==> config.mk <==
export PLATFORM = sky130hd
export DESIGN_NAME = keep_watchdog
export DESIGN_NICKNAME = d
export VERILOG_FILES = /design/src/rtl/keep_pkg.sv /design/src/rtl/keep_pulse_stretch.sv /design/src/rtl/keep_watchdog.sv
export SDC_FILE = /design/constraint.sdc
export NUM_CORES = 1
export LEC_CHECK = 0
export CAP_MARGIN = 15
export CORE_MARGIN = 10
export CORE_UTILIZATION = 54
export DETAILED_ROUTE_END_ITERATION = 8
export PLACE_DENSITY = 0.8
export SYNTH_ARGS = -nofsm -noshare
export SYNTH_HDL_FRONTEND = slang
export SYNTH_HIERARCHICAL = 1
export SYNTH_SLANG_ARGS = --single-unit
==> constraint.sdc <==
create_clock -name iCLK -period 2.3 [get_ports iCLK]
set_input_delay 0.46 -clock iCLK [delete_from_list [all_inputs] [get_ports iCLK]]
set_output_delay 0.46 -clock iCLK [all_outputs]
set_load 0.1 [all_outputs]
==> src/rtl/keep_pkg.sv <==
// Shared constants for the keep-alive watchdog and the power-on keep timer.
// State encoding and default timing live here so both blocks agree.
package keep_pkg;

  typedef enum logic [2:0] {
    ST_IDLE = 3'd0,
    ST_RUN  = 3'd1,
    ST_WARN = 3'd2,
    ST_BITE = 3'd3,
    ST_HOLD = 3'd4
  } state_t;

  localparam int unsigned KEEP_CNT_W    = 20;
  localparam int unsigned KEEP_TIMEOUT  = 32'h000F_FFFF;
  localparam int unsigned KEEP_WARN_AT  = 32'h000C_0000;
  localparam int unsigned KEEP_BITE_LEN = 16;
  localparam int unsigned KEEP_HOLDOFF  = 64;
  localparam int unsigned KEEP_BITES_W  = 8;

endpackage

==> src/rtl/keep_pulse_stretch.sv <==
// Fixed-width pulse generator: i_start opens a window of exactly LEN cycles (o_busy),
// o_done marks its final cycle. i_abort closes the window early.
module keep_pulse_stretch #(
  parameter int unsigned LEN = 16
) (
  input  logic i_clk,
  input  logic i_rst,
  input  logic i_start,
  input  logic i_abort,
  output logic o_busy,
  output logic o_done
);

  localparam int unsigned W = (LEN > 1) ? $clog2(LEN) : 1;

  logic [W-1:0] r_left;
  logic         r_busy;

  always_ff @(posedge i_clk or posedge i_rst) begin
    if (i_rst) begin
      r_left <= '0;
      r_busy <= 1'b0;
    end else if (i_start) begin
      r_left <= W'(LEN - 1);
      r_busy <= 1'b1;
    end else if (i_abort) begin
      r_left <= '0;
      r_busy <= 1'b0;
    end else if (r_busy) begin
      if (r_left == '0) begin
        r_busy <= 1'b0;
      end else begin
        r_left <= r_left - W'(1);
      end
    end
  end

  assign o_busy = r_busy;
  assign o_done = r_busy && (r_left == '0);

endmodule

==> src/rtl/keep_watchdog.sv <==
// Keep-alive watchdog: warns, then bites the game-core reset when kicks stop,
// then holds off before re-arming. All outputs registered.
module keep_watchdog
  import keep_pkg::*;
#(
  parameter int unsigned CNT_W    = KEEP_CNT_W,
  parameter int unsigned TIMEOUT  = KEEP_TIMEOUT,
  parameter int unsigned WARN_AT  = KEEP_WARN_AT,
  parameter int unsigned BITE_LEN = KEEP_BITE_LEN,
  parameter int unsigned HOLDOFF  = KEEP_HOLDOFF,
  parameter int unsigned BITES_W  = KEEP_BITES_W
) (
  input  logic               iCLK,
  input  logic               iRST,
  input  logic               iENABLE,
  input  logic               iKICK,
  output logic               oRESET,
  output logic               oWARN,
  output logic [2:0]         oSTATE,
  output logic [CNT_W-1:0]   oCOUNT,
  output logic [BITES_W-1:0] oBITES
);

  localparam logic [CNT_W-1:0] LP_WARN_PRE = CNT_W'(WARN_AT - 1);
  localparam logic [CNT_W-1:0] LP_TERM     = CNT_W'(TIMEOUT - 1);

  state_t             r_state;
  logic [CNT_W-1:0]   r_count;
  logic               r_reset;
  logic               r_warn;
  logic [BITES_W-1:0] r_bites;

  logic w_bite_busy, w_bite_done, w_hold_busy, w_hold_done;
  logic w_kick, w_bite_start, w_hold_start, w_hold_abort;

  // Kicks mean nothing while either phase timer is running.
  assign w_kick       = iKICK && !w_bite_busy && !w_hold_busy;
  assign w_bite_start = (r_state == ST_WARN) && iENABLE && !w_kick && (r_count == LP_TERM);
  assign w_hold_start = (r_state == ST_BITE) && w_bite_done && iENABLE;
  assign w_hold_abort = (r_state == ST_HOLD) && !iENABLE;

  keep_pulse_stretch #(.LEN(BITE_LEN)) u_bite (
    .i_clk   (iCLK),
    .i_rst   (iRST),
    .i_start (w_bite_start),
    .i_abort (1'b0),
    .o_busy  (w_bite_busy),
    .o_done  (w_bite_done)
  );

  keep_pulse_stretch #(.LEN(HOLDOFF)) u_hold (
    .i_clk   (iCLK),
    .i_rst   (iRST),
    .i_start (w_hold_start),
    .i_abort (w_hold_abort),
    .o_busy  (w_hold_busy),
    .o_done  (w_hold_done)
  );

  always_ff @(posedge iCLK or posedge iRST) begin
    if (iRST) begin
      r_state <= ST_IDLE;
      r_count <= '0;
      r_reset <= 1'b0;
      r_warn  <= 1'b0;
      r_bites <= '0;
    end else begin
      case (r_state)
        ST_IDLE: begin
          r_count <= '0;
          r_reset <= 1'b0;
          r_warn  <= 1'b0;
          if (iENABLE) r_state <= ST_RUN;
        end
        ST_RUN: begin
          if (!iENABLE) begin
            r_state <= ST_IDLE;
            r_count <= '0;
            r_warn  <= 1'b0;
          end else if (w_kick) begin
            r_count <= '0;
          end else begin
            r_count <= r_count + CNT_W'(1);
            if (r_count == LP_WARN_PRE) begin
              r_state <= ST_WARN;
              r_warn  <= 1'b1;
            end
          end
        end
        ST_WARN: begin
          if (!iENABLE) begin
            r_state <= ST_IDLE;
            r_count <= '0;
            r_warn  <= 1'b0;
          end else if (w_kick) begin
            r_state <= ST_RUN;
            r_count <= '0;
            r_warn  <= 1'b0;
          end else if (w_bite_start) begin
            r_state <= ST_BITE;
            r_count <= '0;
            r_warn  <= 1'b0;
            r_reset <= 1'b1;
            if (r_bites != '1) r_bites <= r_bites + BITES_W'(1);
          end else begin
            r_count <= r_count + CNT_W'(1);
          end
        end
        ST_BITE: begin
          // The pulse always runs to completion; enable only picks the exit.
          if (w_bite_done) begin
            r_state <= iENABLE ? ST_HOLD : ST_IDLE;
            r_count <= '0;
            r_reset <= 1'b0;
          end else begin
            r_count <= r_count + CNT_W'(1);
          end
        end
        ST_HOLD: begin
          r_count <= '0;
          if (!iENABLE) begin
            r_state <= ST_IDLE;
            r_warn  <= 1'b0;
          end else if (w_hold_done) begin
            r_state <= ST_RUN;
          end
        end
        default: begin
          r_state <= ST_IDLE;
          r_count <= '0;
          r_reset <= 1'b0;
          r_warn  <= 1'b0;
        end
      endcase
    end
  end

  assign oRESET = r_reset;
  assign oWARN  = r_warn;
  assign oSTATE = r_state;
  assign oCOUNT = r_count;
  assign oBITES = r_bites;

endmodule
# Word level (Yosys, flattened, before mapping)
# Cells that the tools add are included.
# Widths: inputs -> output; s select.
# classes
n_bitwise,3
eq_ne,19
reduce_logical,26
addsub,4
mux,46
# ops
op,n
$mux 20,6
$pmux 20 s3,1
$eq 20x20->1 const B,2
$mux 3,11
$mux 6,4
$add 20x1->20 const B,1
$mux 1,18
$pmux 3 s5,1
$reduce_and 5->1,3
$mux 4,3
$logic_and 1x1->1,10
$ne 2x2->1 const B,5
$add 8x1->8 const B,1
$ne 8x8->1 const B,1
$eq 3x2->1 const B,2
$logic_not 6->1,1
$ne 3x3->1 const B,2
$reduce_and 6->1,1
$sub 6x1->6 const B,1
$logic_not 1->1,4
$logic_not 4->1,1
$ne 2x1->1 const B,2
$ne 4x3->1 const B,1
$pmux 1 s4,1
12 further kinds,15
# totals
register_bits,45
output_inout_bits,33
elab_cells,107

# Longest topological paths before layout
# Gate-level depths: netlist of the first run.
# depth
depth_word,10
mapped_depth,9

# Modules after synthesis
# Netlist of the first run, hierarchy kept.
# modules_own_cells
mod,n_inst,area_per_inst_um2,cells_per_inst
keep_watchdog,1,1727.9,177
keep_pulse_stretch at u_hold,1,399.1,38
keep_pulse_stretch at u_bite,1,291.5,28

# Worst setup path before layout of the first run
# No wires, ideal clock.
# synth_timing
path_type,register -> register
start,"reg r_count[5], in the netlist oCOUNT[5]"
end,"reg r_bites[5], in the netlist oBITES[5]"
setup_time_ns,0.159
arrival_time_ns,2.585
path_slack_ns,-0.444
synth_period_minus_slack_ns,2.744
stages_incl_launch_ff,6
required_time_ns,2.141
path_cell_list,dfrtp_1 > nand3_2 > or4_4 > nor4_4 > nand4_1 > xnor2_1
# synth_between
elab_chain_len,3
# synth_lines
element,line,source
from (decl),keep_watchdog.sv:28,logic [CNT_W-1:0] r_count;
from (signal assigned),keep_watchdog.sv:83,r_count <= r_count + CNT_W'(1);
from (signal assigned),keep_watchdog.sv:106,r_count <= r_count + CNT_W'(1);
from (signal assigned),keep_watchdog.sv:116,r_count <= r_count + CNT_W'(1);
$eq 20x20->1,keep_watchdog.sv:38,assign w_bite_start = (r_state == ST_WARN) && iENABLE && !w_kick && (r_count == LP_TERM);
$logic_and 1x1->1,keep_watchdog.sv:38,
$reduce_and 5->1 (no line),--,
to (signal assigned),keep_watchdog.sv:104,if (r_bites != '1) r_bites <= r_bites + BITES_W'(1);
to (decl),keep_watchdog.sv:31,logic [BITES_W-1:0] r_bites;
# No other way between the ends.
# A chain may end at the register's enable or synchronous reset.

# Final worst setup path of the first run
# layout_timing
start,reg u_hold.r_left[0]
end,"reg r_state[0], in the netlist oSTATE[0]"
# layout_between
elab_chain_len,4
# layout_lines
element,line,source
from (decl),keep_pulse_stretch.sv:16,logic [W-1:0] r_left;
from (signal assigned),keep_pulse_stretch.sv:24,r_left <= W'(LEN - 1);
from (signal assigned),keep_pulse_stretch.sv:33,r_left <= r_left - W'(1);
$logic_not 6->1,keep_pulse_stretch.sv:39,assign o_done = r_busy && (r_left == '0);
$logic_and 1x1->1,keep_pulse_stretch.sv:39,
via w_hold_done,keep_watchdog.sv:33,"logic w_bite_busy, w_bite_done, w_hold_busy, w_hold_done;"
$ne 3x2->1 (no line),--,
$reduce_and 6->1 (no line),--,
to (signal assigned),keep_watchdog.sv:112,r_state <= iENABLE ? ST_HOLD : ST_IDLE;
to (decl),keep_watchdog.sv:27,state_t r_state;
# The timed path passes the listed nets, and every way through them passes these cells.

==> results of run 1 <==
## cells in the mapped netlist (all sizes together), types with 2 or more instances
cell    count
nor4        7
nor2       28
and3        5
nand3      15
inv        15
and2        3
a311o       2
mux2i       3
nor3        9
nand4       7
dfrtp      45
mux2        2
nor3b       4
ha          7
o41ai       4
o311ai      2
a41oi       2
xnor2      18
buf         3
a21oi       3
nand2b      2
a31oi       4
nand3b      2
o22ai       2
clkbuf      3
xor2        8
o21ai       6
or4         2
nand2      14
nor2b       4
## state kept, by name, indices dropped and copies added, names as in the netlist
name,cells
oBITES,8
u_bite/o_busy,1
oSTATE,3
u_hold/o_busy,1
oWARN,1
oCOUNT,20
u_hold/r_left,6
oRESET,1
u_bite/r_left,4
## report_power, final
part / switching [mW] / leakage (nW) / internal (mW) / total (mW)
logic: 0.387 / 0.692 / 0.258 / 0.644
registers: 0.0950 / 0.572 / 0.877 / 0.972
clock network: 0.285 / 0.0543 / 0.325 / 0.610
## per-stage QoR
stage | cells | TNS, ns | power, mW | worst slack [ns] | hold slack, ns
finish | 359 | 0 | 2.227 | 0.2223 | 0.4207
global route | 359 | 0 | 2.362 | 0.03382 | 0.4525
CTS | 359 | 0 | 2.242 | 0.1202 | 0.4296
detailed placement | 351 | -1.190 | 1.627 | -0.09513 | 0.5138
global placement | 351 | -0.4627 | 1.615 | -0.06331 | 0.5004
floorplan | 250 | 0 | 1.439 | 0.006414 | 0.2385
## layout make-up
type | count | share of cell area [%]
Clock buffer | 5 | 2.224
Timing Repair Buffer | 55 | 13.99
Multi-Input combinational cell | 184 | 40.40
Tap cell | 52 | 2.103
Clock inverter | 3 | 1.496
Sequential cell | 45 | 37.97
Inverter | 15 | 1.820
## how the worst min path moves through the flow
| stage | from | endpoint |
|---|---|---|
| 5_1_grt | iRST | u_bite/r_left[0] |
| 3_5_place_dp | oBITES[0] | oBITES[0] |
| 2_1_floorplan | iRST | u_bite/o_busy |
| 4_1_cts | iRST | u_bite/r_left[0] |
| 3_3_place_gp | u_bite/r_left[2] | u_bite/r_left[2] |
| 6_report | iRST | u_bite/r_left[0] |
## worst register-to-register path, cell delays in order, from the launching register on
cell and delay (ns):
dfrtp_1 0.38, inv_1 0.11, ha_1 0.18, nand2b_1 0.10, nor4_2 0.20, and2_1 0.18
nand3b_1 0.10, o21ai_0 0.08, a221oi_1 0.27, mux2_2 0.37
## per-layer routing
metal  track usage [%]  vias up  share of wire, %  wire [um]
met2             23.65       38                48       2500
met3             4.588        5               6.0        316
met5                 0        -                 0          0
li1                  -      985                 -          -
met4             4.566        0               1.3         66
met1             17.32      985                45       2342
## repair_timing
item | CTS | global route
gates resized for setup | 0 | 1
endpoints found under the hold margin | 0 | 0
endpoints found under the setup margin | 0 | 1
## kinds of logic (layout without fill, tap and decap cells)
kind of cell / Yosys count / in the layout
flip-flops: 45 / 45
AO/OA/AOI/OAI: 32 / 32
XOR/XNOR: 26 / 26
multiplexers: 5 / 5
other: 1 / 8
adder cells (fa/ha/maj): 7 / 7
AND/OR/NAND/NOR: 106 / 106
buffers and inverters: 21 / 78
==> flow_summary.yaml, run 1 <==
status:
  status: "completed"
critical_path:
  crit_type: "flip-flop to flip-flop"
  worst_r2r_startpoint: "u_hold/r_left[0]"
  worstPathArrival_ns: 2.27
  required_ns: 2.49
  critPathCapture: "oSTATE[0]"
  setup.worst_path.start: "u_hold/r_left[0]"
  r2r_end: "oSTATE[0]"
  crit_family: "simple AND/OR/NAND/NOR gates"
  reg2reg_depth: 9
  start_kind: "flip-flop"
  slowest_stage: "dfrtp_1"
  critPathMaxStageDelay_ns: 0.38
  cp_num_buf_inv: 1
  cp-end-kind: "flip-flop"
  crit_cells: 9
  ff2ff_setup_slack_ns: 0.22
  path_max_fanout: 3
  path_cells: "inv_1 -> ha_1 -> nand2b_1 -> nor4_2 -> and2_1 -> nand3b_1 -> o21ai_0 -> a221oi_1 -> mux2_2"
pwr:
  leakagePower_nw: 1.318
  peakVddDrop_mv: 0.6657
  powerDensity_nw_per_um2: 719.7
synthesis:
  async_flop_share_pct: 100.0
  seq_area_frac_synth_pct: 46.56
  synth_compound_area_share_pct: 10.66
  synth-warning-count: 6
  synth.avg_cell_area_um2: 9.953
  synth_top_family_by_area: "simple AND/OR/NAND/NOR gates"
  synth_fa_ha_area_share_pct: 3.621
  synth-seq-cells: 45
  netlist_area_um2: 2419
  synth_cell_type_count: 49
  syn_inst: 243
  synth_edf_count: 0
  synth_xor_area_share_pct: 9.415
  synth.area.mux_share_pct: 2.173
  postSynth.topFlopCell: "dfrtp_1"
  synth.area.top_cells: "dfrtp_1 (47%), xnor2_1 (6.5%), nor2_1 (4.3%)"
  synth-simple-area-share_pct: 24.00
  synth_top_area_cell: "dfrtp_1"
  yosys.area.top_type_share_pct: 46.56
placed_design:
  hpwl_um: 3918
  numPortBuffers: 36
  gp_congestion: 0.8008
  dpl-instance-area_um2: 2973
die:
  initial_core_util_pct: 55.55
  die_h_um: 86.93
  fp.dieArea_um2: 7556
  rows: 24
  ios: 37
  coreArea_um2: 4354
  die_w_um: 86.93
cts:
  clock_path_buffers: 2
  cts_root_buffer: "clkbuf_8"
  cts_sinks: 45
  cts_htree_levels: 2
  clk_latency_ns: 0.30
  cts_hold_buf: 0
  path_clk_slew_ns: 0.09
  cts_tree: "yes"
  cts_setup_buffers: 0
  numCtsBuffers: 5
global_route:
  grt_pass1_wl_um: 8852
  gr-usage-all-layers_pct: 14.37
  grt_max_degree: 34
  grt_pass1_vias: 1907
  overflow: 0
  antenna_found_initial: 0
routing:
  remaining_drc_errors: 0
  drt-wirelength-per-cell_um: 14.55
  postRouteWirelength_um: 5225
  drt_iter0_drc: 62
  dr.pass1.iters: 4
  vias: 2013
  vias_per_cell: 5.607
  final_antenna_net_count: 0
final_layout:
  layout-area-overhead-vs-synth_pct: 27.94
  final_common_cell: "buf_4"
  final_util_pct: 71.06
  final_area_um2: 3094
  layout-drive-gt1-share_pct: 29.97
  mostFrequentLayoutCells: "buf_4 (51), nor2_1 (28), dfrtp_1 (24), xnor2_1 (18)"
  multi_input_area_um2: 1250
  diodes: 0
  num-fill-cells: 302
  regArea_um2: 1175
  fin_nets: 317
timing:
  relSlewSlack_pct: 59.79
  worstMarginPinSlew_ns: 0.5976
  fin_crit_sh_pct: 90.33
  timing.fmax_ghz: 0.4813
  finalClockSkew_ns: 0.009271
  finalSetupViolCount: 0
  slew_violations: 0
  hold_viol: 0
  fin_crit_ns: 2.078
  rsz0062_at_grt: "false"
flow_run:
  cap_violations: 0
worst_hold_path:
  holdCritPathClass: "input port to asynchronous set/reset pin"
(Power assumes the default switching activity.)
==> run 2, diff against run 1 <==
ABC_CLOCK_PERIOD_IN_PS = 2300   (was not set)
HOLD_SLACK_MARGIN = 0.03   (was not set)
SYNTH_HIERARCHICAL = not set   (was 1)
==> run 2 against run 1 <==
Sequential cell count unchanged; sequential power down 2%; fmax is 6.6% higher; sequential share of layout area increased by 1.4 points; synthesized cell count unchanged; critical path type is now input port to flip-flop; clock power about the same; setup slack better by 0.13 ns; routed wire length increased by 3.1%.
==> flow_summary.yaml, run 2 <==
status:
  status: "completed"
die:
  die_w_um: 86.58
  coreArea_um2: 4324
  fp.dieArea_um2: 7495
  rows: 24
  die_h_um: 86.58
  initial_core_util_pct: 55.35
  ios: 37
final_layout:
  diodes: 0
  layout-drive-gt1-share_pct: 24.57
  largest_reg_flops: 20
  final_common_cell: "buf_4"
  num-fill-cells: 366
  fin_cells: 341
  mostFrequentLayoutCells: "buf_4 (40), nor2_1 (31), dfrtp_1 (31), nand2_1 (19), xnor2_1 (18)"
  fin_nets: 298
  layout-area-overhead-vs-synth_pct: 21.48
synthesis:
  netlist_area_um2: 2394
  synth.avg_cell_area_um2: 9.850
  syn-num-nets: 253
  synth_commonest_cells: "dfrtp_1 (45), nor2_1 (31), nand2_1 (19)"
  synth-warning-count: 0
  syn_inst: 243
  yosys.area.top_type_share_pct: 47.05
  synth_cell_type_count: 40
  postSynth.topFlopCell: "dfrtp_1"
  synth_edf_count: 0
  synth.area.top_cells: "dfrtp_1 (47%), xnor2_1 (6.6%), nor2_1 (4.9%)"
  seq_area_frac_synth_pct: 47.05
  async_flop_share_pct: 100.0
  synth_top_area_cell: "dfrtp_1"
  synth_most_common_cell: "dfrtp_1"
  synth-seq-cells: 45
cts:
  cts_setup_buffers: 0
  numCtsBuffers: 5
  cts_resized: 0
  clk_latency_ns: 0.30
  cts_sinks: 45
  cts_root_buffer: "clkbuf_8"
  clock_path_buffers: 2
  cts_htree_levels: 2
  cts_hold_buf: 0
  cts_tree: "yes"
  path_clk_slew_ns: 0.08
critical_path:
  path_max_fanout: 7
  required_ns: 2.49
  crit_type: "input port to flip-flop"
  cp-end-kind: "flip-flop"
  worstPathArrival_ns: 2.13
  start_kind: "input port"
routing:
  drt-wirelength-per-cell_um: 15.79
  final_antenna_net_count: 0
  remaining_drc_errors: 0
  vias_per_cell: 5.748
  drt_iter0_drc: 126
  postRouteWirelength_um: 5385
  vias: 1960
  dr.pass1.iters: 4
pwr:
  leakagePower_nw: 1.349
  powerDensity_nw_per_um2: 670.1
  peakVddDrop_mv: 0.4022
placed_design:
  numPortBuffers: 36
  post-place-cells: 333
  hpwl_um: 4028
  gp_congestion: 0.8953
global_route:
  overflow: 0
  gr-usage-all-layers_pct: 15.12
  grt_pass1_vias: 1959
  antenna_found_initial: 0
  grt_pass1_wl_um: 9211
  grt_max_degree: 25
timing:
  slew_violations: 0
  finalClockSkew_ns: 0.005556
  rsz0062_at_grt: "false"
  finalSetupViolCount: 0
  timing.fmax_ghz: 0.5130
  worstMarginPinSlew_ns: 0.5893
  final.setup.tns_ns: 0
  hold_viol: 0
  relSlewSlack_pct: 60.38
  fin_crit_sh_pct: 84.75
  fin_crit_ns: 1.949
worst_hold_path:
  holdCritPathClass: "input port to asynchronous set/reset pin"
flow_run:
  cap_violations: 0
run 2: changes by cell type after synthesis, moves of 3 or more:
cell	delta
and4_1	+3
nor2_1	+3
inv_1	-3
o211ai_1	+3
or3_1	+3
a21oi_1	+3
xor2_1	+5
nor3_1	-5
o41ai_1	-3
o21ai_0	+3
nand2_1	+5
nand4_1	+5
run 2: routing by layer:
layer / up-vias / wire [um] / global-route usage (%) / share of wire [%]
met2: 49 / 2648 / 23.42 / 49
met3: 10 / 349 / 4.878 / 6.5
met4: 0 / 91 / 6.186 / 1.7
met5: - / 0 / 0 / 0
li1: 941 / - / - / -
met1: 960 / 2297 / 18.97 / 43
run 2: power breakdown:
part           total (mW)  internal, mW  switching, mW
registers           0.957         0.862         0.0944
clock network       0.609         0.354          0.255
logic               0.383         0.153          0.229
total                1.95          1.37          0.579
run 2: logic make-up after synthesis:
logic type                 synth area share (%)
and+or+nand+nor                           25.88
DFF                                       47.05
xor gates and xnor gates                  11.34
AOI/OAI and AO/OA                         7.633
buffers and inverters                     3.189
adders and majority gates                 3.136
muxes                                     1.777
run 2: final timing paths:
kind | startpoint | end | slack, ns | depth (start not counted)
setup / recovery | iENABLE | oBITES[1] | 0.35 | 5
hold / removal | iRST | oCOUNT[9] | 0.44 | 2
setup reg to reg | oCOUNT[10] | oBITES[1] | 0.37 | 4
hold reg to reg | oBITES[4] | oBITES[4] | 0.50 | 1
max in group asynchronous | iRST | oCOUNT[12] | 1.37 | 3
min in group iCLK | oBITES[4] | oBITES[4] | 0.50 | 1
run 2: stage by stage:
step	hold WS, ns	worst slack [ns]	cell area, um2	utilization [%]	total power, mW
floorplan	0.4807	0.09154	2411	-	1.249
global placement	0.4847	0.09067	2791	64.55	1.327
detailed placement	0.4860	0.05526	2791	64.55	1.355
CTS	0.4405	0.3607	2908	67.25	1.969
global route	0.4609	0.2346	2908	67.25	2.059
finish	0.4387	0.3507	2908	67.25	1.949
run 2: area by class of cell:
type	instances	area, um2	area share (%)
timing repair buffer	44	350.3	12.05
clock buffer	7	86.33	2.969
sequential	45	1144	39.33
multi-input combinational	181	1191	40.96
inverter	11	41.29	1.420
tap	52	65.06	2.238
clock inverter	1	30.03	1.033
run 2: critical path, cell delays in order:
cell	delay, ns
clkdlybuf4s50_1	0.49
nor2b_1	0.20
and4_1	0.25
and4_1	0.36
mux2_2	0.37
==> run 3, diff against run 2 <==
ABC_CLOCK_PERIOD_IN_PS = 1700   (was 2300)
CORE_UTILIZATION = 48   (was 54)
PLACE_DENSITY = 0.75   (was 0.8)
clock period = 1.7 ns   (was 2.3 ns; I/O delays follow)
==> run 3 against run 2 <==
The flow now finishes with violations (setup timing); final cell count rose by 21%; sequential power rose by 36%; setup slack got worse by 0.49 ns; global-route usage rose by 1.6 points; non-clock buffer count rose by 58; sequential share of layout area fell by 10 points; routed wire length rose by 61%; clock skew rose by 0.0073 ns; sequential cell count did not move; critical endpoint is now oCOUNT[11].
==> flow_summary.yaml, run 3 (synthesized netlist as in run 2, its figures left out) <==
timing:
  holdWs_ns: 0.3434
  fin_crit_sh_pct: 108.1
  rsz0062_at_grt: "true"
  slew_violations: 0
  fin_crit_ns: 1.838
  finalClockSkew_ns: 0.01284
  worstMarginPinSlew_ns: 0.5359
  hold_viol: 0
  final.setup.tns_ns: -2.052
  relSlewSlack_pct: 64.05
  timing.fmax_ghz: 0.5442
  setup_ws_ns: -0.1377
  finalSetupViolCount: 31
routing:
  drt-wirelength-per-cell_um: 20.95
  postRouteWirelength_um: 8674
  vias: 2396
  final_antenna_net_count: 0
  dr.pass1.iters: 4
  remaining_drc_errors: 0
  drt_iter0_drc: 185
  vias_per_cell: 5.787
global_route:
  antenna_found_initial: 0
  overflow: 0
  grt_pass1_vias: 2347
  grt_max_degree: 26
  gr-usage-all-layers_pct: 16.70
  grt_pass1_wl_um: 11360
final_layout:
  layout-area-overhead-vs-synth_pct: 73.76
  final_util_pct: 86.90
  final_area_um2: 4159
  diodes: 0
  mostFrequentLayoutCells: "buf_4 (54), buf_12 (34), xnor2_1 (17), nand2_1 (17), nor2_2 (17)"
  largest_reg_flops: 20
  layout-drive-gt1-share_pct: 56.20
  fin_nets: 356
  fin_cells: 414
  final_common_cell: "buf_4"
pwr:
  power.total_mw: 2.964
  powerDensity_nw_per_um2: 712.6
  peakVddDrop_mv: 0.6120
  leakagePower_nw: 1.731
cts:
  cts_hold_buf: 0
  path_clk_slew_ns: 0.10
  cts_sinks: 45
  cts_root_buffer: "clkbuf_8"
  clock_path_buffers: 2
  cts_tree: "yes"
  numCtsBuffers: 5
  clk_latency_ns: 0.31
  cts_htree_levels: 2
critical_path:
  cp-end-kind: "flip-flop"
  path_cells: "buf_6 -> buf_6 -> nand3_4 -> nor4_4 -> buf_4 -> nand2_1 -> xor2_1 -> nor2_2"
  crit_family: "simple AND/OR/NAND/NOR gates"
  worstPathArrival_ns: 2.04
  critPathMaxStageDelay_ns: 0.46
  crit_type: "flip-flop to flip-flop"
  slowest_stage: "dfrtp_4"
  cp_num_buf_inv: 3
  start_kind: "flip-flop"
  path_max_fanout: 4
  required_ns: 1.90
  crit_top_cell: "buf_6"
placed_design:
  gp_congestion: 0.9235
  pre_cts_ws_ns: -0.3927
  numPortBuffers: 36
  hpwl_um: 4672
  post-place-cells: 391
  dpl-instance-area_um2: 3647
die:
  fp.dieArea_um2: 8211
  ios: 37
  coreArea_um2: 4786
  initial_core_util_pct: 50.01
  die_h_um: 90.62
  rows: 25
  die_w_um: 90.62
status:
  status: "complete, but fails checks"
  violations: "setup timing"
worst_hold_path:
  holdCritPathClass: "input port to asynchronous set/reset pin"
flow_run:
  cap_violations: 0
run 3: cell types whose count changed in the layout (fill, tap and decap cells not counted), sizes merged:
cell / previous run / this run
buf: 41 / 99
clkbuf: 7 / 6
clkinvlp: 0 / 1
run 3: routing by layer:
| layer | part of all wire (%) | global-route usage, % | vias up | routed length, um |
|---|---|---|---|---|
| met1 | 40 | 18.56 | 1201 | 3431 |
| met5 | 0 | 0 | - | 0 |
| met2 | 52 | 29.57 | 121 | 4486 |
| li1 | - | - | 1053 | - |
| met3 | 6.4 | 5.486 | 21 | 556 |
| met4 | 2.3 | 4.642 | 0 | 199 |
run 3: cell type report:
type / instances / area (um2)
inverter: 11 / 41.29
timing repair buffer: 102 / 1251
tap: 67 / 83.83
fill: 212 / 626.9
clock inverter: 2 / 37.54
sequential: 45 / 1205
clock buffer: 6 / 82.58
multi-input combinational: 181 / 1458
run 3: final timing paths:
kind	from	end	slack, ns	depth (start not counted)
max	oCOUNT[1]	oCOUNT[11]	-0.14	8
min	iRST	oCOUNT[17]	0.34	2
max reg2reg	oCOUNT[1]	oCOUNT[11]	-0.14	8
min reg2reg	oBITES[7]	oBITES[7]	0.54	1
max in group asynchronous	iRST	oCOUNT[6]	0.85	3
min in group iCLK	oBITES[7]	oBITES[7]	0.54	1
run 3: where the power goes:
part           internal (mW)  switching (mW)  leakage, nW  total (mW)
clock                  0.479           0.403       0.0574       0.882
combinational          0.353           0.431         1.12       0.784
sequential              1.17           0.129        0.555        1.30
total                   2.00           0.963         1.73        2.96
run 3: what timing repair did:
| action | CTS | global route |
|---|---|---|
| setup buffers | 4 | 8 |
| pin swaps | 11 | 19 |
| gates resized for setup | 29 | 45 |
| setup endpoints to repair | 29 | 35 |
| cloned | 3 | 0 |
